<file path="config.mk">
export PLATFORM = sky130hd
export DESIGN_NAME = bcd_seg_scan
export DESIGN_NICKNAME = d
export VERILOG_FILES = /design/src/rtl/bcd_seg_scan.sv
export SDC_FILE = /design/constraint.sdc
export NUM_CORES = 1
export LEC_CHECK = 0
export CAP_MARGIN = 20
export CORE_UTILIZATION = 53
export CTS_BUF_LIST = sky130_fd_sc_hd__clkbuf_16
export DETAILED_ROUTE_END_ITERATION = 8
export PLACE_DENSITY = 0.82
export SLEW_MARGIN = 20
export SYNTH_ARGS = -nofsm -noshare
export SYNTH_HDL_FRONTEND = slang
export SYNTH_SLANG_ARGS = --single-unit
</file>
<file path="constraint.sdc">
create_clock -name clk -period 2.78 [get_ports clk]
set_clock_uncertainty 0.1 [all_clocks]
set_input_delay 0.278 -clock clk [delete_from_list [all_inputs] [get_ports clk]]
set_output_delay 0.278 -clock clk [all_outputs]
set_load 0.005 [all_outputs]
</file>
<file path="src/rtl/bcd_seg_scan.sv">
// Purpose  : four-digit BCD display scanner for a common-anode seven-segment
//            display. A strobe captures the digits into a tear-free shadow copy.
//            The scanner supports leading-zero blanking and shows a dash for
//            illegal codes.
// Latency  : a captured value reaches the outputs one clk after the strobe,
//            but only if its digit is active. AN/SEG/DP lag the scan index by
//            one clk.
// Backpress: none. The strobe is always accepted and the scan free-runs.
//
// Ports:
//   clk, rst  - clock, synchronous active-high reset
//   Upd       - capture strobe for BCD_in / DP_in
//   BCD_in    - digit3..digit0, digit0 = BCD_in[3:0] (rightmost)
//   DP_in     - per-digit decimal point request, bit i = digit i
//   Blank_lz  - 1 = blank leading zeros (live, not shadowed)
//   AN        - anode enables, active-low, bit i = digit i
//   SEG       - segments {g,f,e,d,c,b,a}, active-low
//   DP        - decimal point segment, active-low
module bcd_seg_scan #(
  parameter int SCAN_DIV = 1000,
  parameter int PW       = 16
) (
  input  logic        clk,
  input  logic        rst,
  input  logic        Upd,
  input  logic [15:0] BCD_in,
  input  logic [3:0]  DP_in,
  input  logic        Blank_lz,
  output logic [3:0]  AN,
  output logic [6:0]  SEG,
  output logic        DP
);

  localparam logic [PW-1:0] LP_PRE_LAST = PW'(SCAN_DIV - 1);

  logic [15:0]   r_shadow;
  logic [3:0]    r_shadow_dp;
  logic [PW-1:0] r_pre;
  logic [1:0]    r_idx;
  logic [3:0]    r_an;
  logic [6:0]    r_seg;
  logic          r_dp;

  logic [3:0]    w_digit;
  logic [6:0]    w_seg;
  logic [3:0]    w_sig;
  logic [3:0]    w_blank;

  assign w_digit = r_shadow[{r_idx, 2'b00} +: 4];

  // A digit is significant when its value is non-zero or it carries a
  // decimal point. A zero digit is blanked only when nothing above it is
  // significant, so the OR chain runs downward from the thousands digit.
  always_comb begin
    w_sig = 4'b0000;
    for (int i = 0; i < 4; i++) begin
      w_sig[i] = (r_shadow[4*i +: 4] != 4'd0) | r_shadow_dp[i];
    end
  end

  assign w_blank[3] = Blank_lz & ~w_sig[3];
  assign w_blank[2] = Blank_lz & ~(w_sig[3] | w_sig[2]);
  assign w_blank[1] = Blank_lz & ~(w_sig[3] | w_sig[2] | w_sig[1]);
  assign w_blank[0] = 1'b0;

  always_comb begin
    w_seg = 7'b0111111;  // dash for codes 10..15
    case (w_digit)
      4'd0: w_seg = 7'b1000000;
      4'd1: w_seg = 7'b1111001;
      4'd2: w_seg = 7'b0100100;
      4'd3: w_seg = 7'b0110000;
      4'd4: w_seg = 7'b0011001;
      4'd5: w_seg = 7'b0010010;
      4'd6: w_seg = 7'b0000010;
      4'd7: w_seg = 7'b1111000;
      4'd8: w_seg = 7'b0000000;
      4'd9: w_seg = 7'b0010000;
      default: w_seg = 7'b0111111;
    endcase
  end

  always_ff @(posedge clk) begin
    if (rst) begin
      r_shadow    <= 16'h0000;
      r_shadow_dp <= 4'b0000;
      r_pre       <= '0;
      r_idx       <= 2'd0;
      r_an        <= 4'b1111;
      r_seg       <= 7'b1111111;
      r_dp        <= 1'b1;
    end else begin
      if (Upd) begin
        r_shadow    <= BCD_in;
        r_shadow_dp <= DP_in;
      end

      if (r_pre == LP_PRE_LAST) begin
        r_pre <= '0;
        r_idx <= r_idx + 2'd1;
      end else begin
        r_pre <= r_pre + 1'b1;
      end

      // The outputs come from the pre-edge index and shadow. This keeps each
      // slot exactly SCAN_DIV cycles long and lets new data appear cleanly.
      if (w_blank[r_idx]) begin
        r_an  <= 4'b1111;
        r_seg <= 7'b1111111;
        r_dp  <= 1'b1;
      end else begin
        r_an  <= ~(4'b0001 << r_idx);
        r_seg <= w_seg;
        r_dp  <= ~r_shadow_dp[r_idx];
      end
    end
  end

  assign AN  = r_an;
  assign SEG = r_seg;
  assign DP  = r_dp;

endmodule

</file>
======== Word-level counts from Yosys, hierarchy flattened ========
Memories as Yosys holds them, arrays and structs flattened. A register that Yosys moved wholly into a read port is not among the register bits.
Cells that the tools add are included.
storage, ports and cells
  register bits ........................... 43
  ROM bits ................................ 112
  input bits .............................. 24
  output and inout bits ................... 12
  word-level logic and storage cells ...... 35
  memories kept ........................... 1
operators by class
  add/subtract/negate cells ............... 2
  magnitude comparators ................... 1
  equal/unequal tests ..................... 1
  shifts and indexed selects .............. 2
  mux-type cells .......................... 4
  bitwise operators ....................... 13
  reductions and logical operators ........ 5
memory list
  name             words  bits a word  rd ports  clocked after memory_dff  write ports  RTL line  source
  (no name shown)  16     7            1         1                         0            68        case (w_digit)
operators with widths
  cell                     number
  $add A16 B1 Y16 const B  1
  $eq A16 B10 Y1 const B   1
  $shiftx A16 B5 Y4        1
  $reduce_bool A4 Y1       3
  $or A1 B1 Y1             5
  $bmux W1 S2              2
  $not A1 Y1               4
  $not A4 Y4               1
  $reduce_or A2 Y1         2
  $shl A1 B2 Y4 const A    1
  $and A1 B1 Y1            3
  $lt A2 B3 Y1 const B     1
  $add A2 B1 Y2 const B    1
  $mux W1                  2

======== Depth between registers and ports, before layout ========
Gate-level depths: netlist of the first run.
  depth after elaboration ................. 9
  gate-level depth with buffers ........... 8
  mapped depth without buffers ............ 7

======== Worst setup path before layout of the first run ========
Ideal clock, no wire load.
  path type ............................... reg-to-reg
  start ................................... register r_idx[0]
  end ..................................... register r_seg[4], in the netlist SEG[4]
  arrival time ............................ 1.808 ns
  data required time ...................... 2.543 ns
  slack ................................... 0.735 ns
  stages on the path, launching flop included .. 9
  buffers on the path ..................... 1
  clock period less this slack ............ 2.045 ns
  path through ............................ dfxtp_1 > buf_6 > mux4_1 > inv_1 > ha_1 > inv_1 > mux2_4 > o21ai_1 > nand3_1
on the way
  cells in the longest elaborated chain, start to end .. 3
  elaborated cells between the ends (all ways) .. 4
ends and longest elaborated chain
  what                                                                       RTL line  source
  start: declaration                                                         39        logic [1:0] r_idx;
  start signal: assignment                                                   100       r_idx <= r_idx + 2'd1;
  parallel branches: the longest is 3 deep, another holds $shiftx A16 B5 Y4  -
  end: declaration                                                           41        logic [6:0] r_seg;
Parallel ways; which one is timed is not known. The select of a mux whose other input is x is not followed.
A chain may end at the register's enable or synchronous reset.

======== Worst setup path in the final report of the first run ========
  start ................................... register r_idx[0]
  end ..................................... register r_seg[3], in the netlist SEG[3]
Same word-level chain as after synthesis.

==> flow_metrics.py, run 1 <==
metrics = {
    "run_status": {
        "status": "finished, final reports clean",
    },
    "floorplan": {
        "die_x_um": 66.81,
        "num_io_pins": 36,
        "die-area_sq_um": 4463,
        "core_sq_um": 4029,
        "dieHeight_um": 66.81,
        "initial_utilization_pct": 55.25,
        "rows": 23,
    },
    "pwr": {
        "power_density_nw_per_um2": 543.5,
        "pwr-share-comb_pct": 10.6,
        "seqPwrFrac_pct": 51.4,
        "power_switching_uw": 328.9,
        "p_sw_share_pct": 21.99,
        "ir_drop_v": 0.0003307,
        "leakage_nw": 1.104,
        "p_int_mw": 1.167,
        "power_frac_clock_pct": 38.1,
        "finalPower_mw": 1.496,
    },
    "timing": {
        "final.min_clock_period_ns": 2.111,
        "finalSetupViolCount": 0,
        "maxSlewHeadroom_pct": 65.33,
        "finalCritPeriodShare_pct": 75.95,
        "timing.final.hold_violations": 0,
        "tns_ns": 0,
        "slew_violations": 0,
        "fmax_mhz": 473.6,
        "fin_ws_ns": 0.6685,
        "tightest_slew_ns": 0.5188,
        "rsz0062_at_grt": "no",
    },
    "yosys": {
        "syn_area_sq_um": 2226,
        "ys_warn_count": 0,
        "seq_area_frac_synth_pct": 44.97,
        "synth_ff_type": "dfxtp_1",
        "ys_types": 39,
        "post_synth.cell_area_avg_sq_um": 9.806,
        "synth_area_leaders": "dfxtp_1 45%, mux2i_1 9.4%, nor2_1 6.9%, ha_1 5.6%, mux4_2 3.0%",
        "ys_async_sr_fraction_pct": 0,
        "syn_inst": 227,
        "synth_commonest_cells": "50 x dfxtp_1, 41 x nor2_1, 21 x mux2i_1",
        "synth_edf_count": 0,
        "synth_fp_nets": 261,
        "yosysTopAreaCell": "dfxtp_1",
        "synth_top_cell_area_share_pct": 44.97,
        "ys_ff_latch": 50,
        "yosysMostFrequentCell": "dfxtp_1",
    },
    "routing": {
        "antenna_left": 0,
        "vias": 1740,
        "drcViolationCount": 0,
        "wire_per_inst_um": 13.73,
        "viasPerCell": 5.541,
        "drt_iter0_drc": 123,
        "dr.pass1.iters": 4,
        "routed_wl_mm": 4.310,
    },
    "placed_design": {
        "globalplace.congestion": 0.7834,
        "placed_cells": 306,
        "dpl.hpwl_mm": 3.011,
        "pre_cts_slack_ns": 0.6504,
        "port_buffers": 35,
    },
    "cells_and_area": {
        "layout-drive-gt1-share_pct": 6.439,
        "final_cells": 314,
        "fin_nets": 297,
        "fill_cells": 340,
        "antenna_cells": 0,
        "syn_to_final_growth_pct": 23.61,
    },
    "clocking": {
        "cts_hold_buffers": 0,
        "cts_tree": "built",
        "cts_resized": 0,
        "clk_path_buf_depth": 2,
        "h-tree-depth": 2,
        "numCtsBuffers": 5,
        "cts_setup_buffers": 0,
        "clock_latency_ns": 0.29,
        "clkTransAtPathRegs_ns": 0.06,
        "cts.sinks": 50,
        "cts_root_buffer": "clkbuf_16",
    },
    "critical_path": {
        "arrival_ns": 2.16,
        "critPathCaptureType": "flop",
        "startpoint": "r_idx[0]$_SDFFE_PP0P_",
        "cp-start-kind": "flop",
        "rrSetupSlack_ns": 0.67,
        "cp.required_ns": 2.83,
        "rr_endpoint": "SEG[3]$_SDFF_PP1_",
        "rr_startpoint": "r_idx[0]$_SDFFE_PP0P_",
        "critical_path_class": "reg2reg",
        "cp_max_fo": 11,
        "r2r.worst_path.cells": 5,
    },
    "job": {
        "drv_cap": 0,
    },
    "hold_path": {
        "hold_path_class": "reg2reg",
        "min-delay-start": "r_pre[0]$_SDFF_PP0_",
        "min_path_cells": 1,
        "min_to": "r_pre[0]$_SDFF_PP0_",
    },
    "grt": {
        "grt_start_max_net_pins": 23,
        "antenna_found_initial": 0,
        "grt-ovfl-total": 0,
        "grt_pass1_vias": 1645,
        "grt_pass1_wl_mm": 7.458,
        "grt.total_usage_pct": 22.60,
    },
}
## power by group through the flow
stage	combinational [mW]	sequential (mW)	clock, mW
2_1_floorplan	0.0869	0.779	0
3_3_place_gp	0.152	0.783	0
3_5_place_dp	0.157	0.784	0
4_1_cts	0.159	0.768	0.576
5_1_grt	0.174	0.772	0.603
6_report	0.158	0.769	0.569
## metrics by stage
step	cell area [sq um]	util (%)	hold slack (ns)
global route	2751	68.29	0.4130
finish	2751	68.29	0.3566
floorplan	2226	-	0.2504
CTS	2751	68.29	0.3613
detailed placement	2614	64.88	0.3524
global placement	2614	64.88	0.3273
## cells in the final DEF (no fill, tap or decap), types with 3 or more instances in the layout
cell / synthesis / routed
nand3_1: 13 / 13
mux2i_1: 21 / 21
mux4_2: 3 / 3
a21oi_1: 5 / 5
ha_1: 10 / 10
buf_4: 0 / 4
inv_1: 7 / 8
xor2_1: 5 / 5
nand2_1: 8 / 8
or3_1: 3 / 3
dfxtp_1: 50 / 50
o21ai_0: 6 / 6
clkdlybuf4s50_1: 0 / 35
and2_1: 3 / 3
nor3_1: 3 / 3
and3_1: 3 / 3
xnor2_1: 6 / 6
nand4_1: 7 / 7
nor2_1: 41 / 41
clkbuf_16: 0 / 5
## routing by layer
metal / track usage, % / vias up / part of all wire (%)
met5: 0 / - / 0
met4: 9.043 / 0 / 2.5
met3: 5.308 / 12 / 3.6
met2: 36.87 / 46 / 47
met1: 28.50 / 815 / 47
li1: - / 867 / -
## worst max path at each step
| stage | end | slack (ns) |
|---|---|---|
| 2_1_floorplan | SEG[4]$_SDFF_PP1_ | 0.73 |
| 3_3_place_gp | SEG[1]$_SDFF_PP1_ | 0.69 |
| 3_5_place_dp | SEG[1]$_SDFF_PP1_ | 0.65 |
| 4_1_cts | SEG[3]$_SDFF_PP1_ | 0.67 |
| 5_1_grt | SEG[4]$_SDFF_PP1_ | 0.57 |
| 6_report | SEG[3]$_SDFF_PP1_ | 0.67 |
## flip-flops by register name (all words and copies together) (netlist names)
register     flops
r_pre           16
r_shadow        16
SEG              7
AN               4
r_shadow_dp      4
r_idx            2
DP               1
## cell families (layout without fill, tap and decap cells)
kind of cell,after synthesis,in the layout,share of synthesized area (%)
compound gates,19,19,5.171
flops,50,50,44.97
buf+inv,17,54,3.654
fa+ha+maj,10,10,5.621
mux,27,27,15.51
xor+xnor,11,11,4.328
simple gates,93,93,20.74
## critical path, stage by stage, from the launching register on
cell	delay (ns)
dfxtp_1	0.40
buf_4	0.20
mux4_2	0.62
or3b_4	0.43
o21ai_0	0.11
nand3_1	0.11
## layout make-up
type | count | area (sq um) | share of cell area (%)
repair buffers | 39 | 380.4 | 13.82
well taps | 50 | 62.56 | 2.274
clock buffers | 5 | 125.1 | 4.548
clock inverters | 3 | 12.51 | 0.4548
inverters | 7 | 26.28 | 0.9550
multi-input cells | 160 | 1144 | 41.56
flip-flops and latches | 50 | 1001 | 36.38
Power figures use the tool's default switching activity.
==> run 2: changes to the inputs <==
Settings changed: CORE_UTILIZATION 53 to 47, PLACE_DENSITY 0.82 to 0.77.
Clock period 2.78 ns to 1.9 ns, I/O delays scaled along.
==> run 2 against run 1 <==
Against the previous run:
- total power grew 48%
- via count rose by 2.1%
- flip-flop and latch count stayed put
- clock power grew 47%
- die area increased by 12%
- wire length increased by 7.8%
- worst hold slack got worse by 0.0089 ns
- first-iteration DRC count up 4.9%
- fmax increased by 11%
- cell count rose by 4.8%
==> flow_metrics.py, run 2 (synthesis gave the netlist of run 1 again) <==
metrics = {
    "floorplan": {
        "core_sq_um": 4444,
        "initial_utilization_pct": 50.08,
        "die-area_sq_um": 5015,
        "num_io_pins": 36,
        "rows": 24,
        "die_x_um": 70.82,
        "dieHeight_um": 70.82,
    },
    "timing": {
        "maxSlewHeadroom_pct": 77.54,
        "fmax_mhz": 526.4,
        "finalCritPeriodShare_pct": 99.98,
        "rsz0062_at_grt": "yes",
        "finalSetupViolCount": 0,
        "slew_violations": 0,
        "fin_ws_ns": 0.0002955,
        "tightest_slew_ns": 0.3353,
        "timing.final.hold_violations": 0,
        "tns_ns": 0,
        "final.min_clock_period_ns": 1.900,
    },
    "hold_path": {
        "hold_path_class": "reg2reg",
    },
    "pwr": {
        "leakage_nw": 1.170,
        "finalPower_mw": 2.218,
        "ir_drop_v": 0.0004213,
        "power_density_nw_per_um2": 763.3,
    },
    "cells_and_area": {
        "syn_to_final_growth_pct": 30.58,
        "layout-drive-gt1-share_pct": 14.08,
        "fin_nets": 310,
        "final_common_cell": "dfxtp_1",
        "final_cell_mix": "49 x dfxtp_1, 41 x nor2_1, 35 x clkdlybuf4s50_1, 21 x mux2i_1, 14 x buf_4",
        "fin_util_pct": 65.40,
        "fill_cells": 364,
        "final_cells": 329,
        "antenna_cells": 0,
    },
    "critical_path": {
        "critical_path_class": "reg2reg",
        "arrival_ns": 1.97,
        "cp_max_fo": 6,
        "cp_top_family": "multiplexers",
        "critPathCaptureType": "flop",
        "slowest_stage": "mux4_2",
        "cp-start-kind": "flop",
        "critPathBufInv": 0,
        "cp_cell_sequence": "mux4_2 > ha_2 > and2_1 > o31ai_1 > nand3_1",
        "slowest_delay_ns": 0.61,
        "cp.required_ns": 1.97,
    },
    "grt": {
        "grt_start_max_net_pins": 21,
        "grt-ovfl-total": 0,
        "antenna_found_initial": 0,
        "grt_pass1_wl_mm": 7.293,
        "grt.total_usage_pct": 18.96,
        "grt_pass1_vias": 1603,
    },
    "placed_design": {
        "pre_cts_slack_ns": -0.1352,
        "placed_cells": 315,
        "dpl.hpwl_mm": 3.134,
        "port_buffers": 35,
        "globalplace.congestion": 0.7662,
    },
    "job": {
        "drv_cap": 0,
    },
    "routing": {
        "drt_iter0_drc": 129,
        "wire_per_inst_um": 14.12,
        "dr.pass1.iters": 6,
        "vias": 1777,
        "drcViolationCount": 0,
        "routed_wl_mm": 4.645,
        "antenna_left": 0,
        "viasPerCell": 5.401,
    },
    "run_status": {
        "status": "finished, final reports clean",
    },
    "clocking": {
        "clk_path_buf_depth": 2,
        "cts_tree": "built",
        "numCtsBuffers": 5,
        "clkTransAtPathRegs_ns": 0.06,
        "cts_hold_buffers": 0,
        "cts.sinks": 50,
        "cts_root_buffer": "clkbuf_16",
        "clock_latency_ns": 0.29,
        "h-tree-depth": 2,
    },
}
-- run 2: cell count changes in the layout (fill, tap and decap cells not counted), sizes merged --
| cell | before | now |
|---|---|---|
| buf | 4 | 16 |
| a2111o | 1 | 2 |
-- run 2: power by group --
group	switching, mW	leakage, nW	internal [mW]
combinational	0.105	0.686	0.156
clock	0.359	0.0724	0.476
sequential	0.0283	0.411	1.09
total	0.492	1.17	1.73
-- run 2: final timing paths --
| kind | slack [ns] | cells after the start | from | endpoint |
|---|---|---|---|---|
| worst max-delay path | 0.0003 | 5 | r_idx[0]$_SDFFE_PP0P_ | SEG[5]$_SDFF_PP1_ |
| worst min-delay path | 0.35 | 1 | r_pre[0]$_SDFF_PP0_ | r_pre[0]$_SDFF_PP0_ |
| worst max register to register | 0.0003 | 5 | r_idx[0]$_SDFFE_PP0P_ | SEG[5]$_SDFF_PP1_ |
| worst min register to register | 0.35 | 1 | r_pre[0]$_SDFF_PP0_ | r_pre[0]$_SDFF_PP0_ |
-- run 2: worst register-to-register path: stages, from the launching register on --
cell and delay [ns]:
dfxtp_4 0.38, mux4_2 0.61, ha_2 0.21, and2_1 0.15
o31ai_1 0.23, nand3_1 0.10
-- run 2: what timing repair did --
action,CTS,global route
cloned,0,1
endpoints found under the setup margin,1,12
pin swaps,0,2
gates resized for setup,1,9
buffers inserted,0,5
-- run 2: area by class of cell --
class | count | area [sq um] | area share (%)
multi-input cells | 161 | 1177 | 40.51
flip-flops and latches | 50 | 1005 | 34.57
repair buffers | 51 | 495.5 | 17.05
clock buffers | 5 | 125.1 | 4.305
well taps | 52 | 65.06 | 2.238
inverters | 7 | 26.28 | 0.9040
clock inverters | 3 | 12.51 | 0.4305
-- run 2: layer usage --
layer	vias to the layer above	wire length [um]	track usage (%)
met3	7	277	5.413
met5	-	0	0
met1	819	2155	23.80
li1	898	-	-
met4	0	62	7.111
met2	53	2150	31.09
-- run 2: through the flow --
step                      cell area, sq um  hold slack (ns)
after global routing                  2907           0.3850
after global placement                2691           0.3236
after floorplan                       2223           0.1624
after detailed placement              2691           0.3322
final                                 2907           0.3477
after CTS                             2831           0.3443
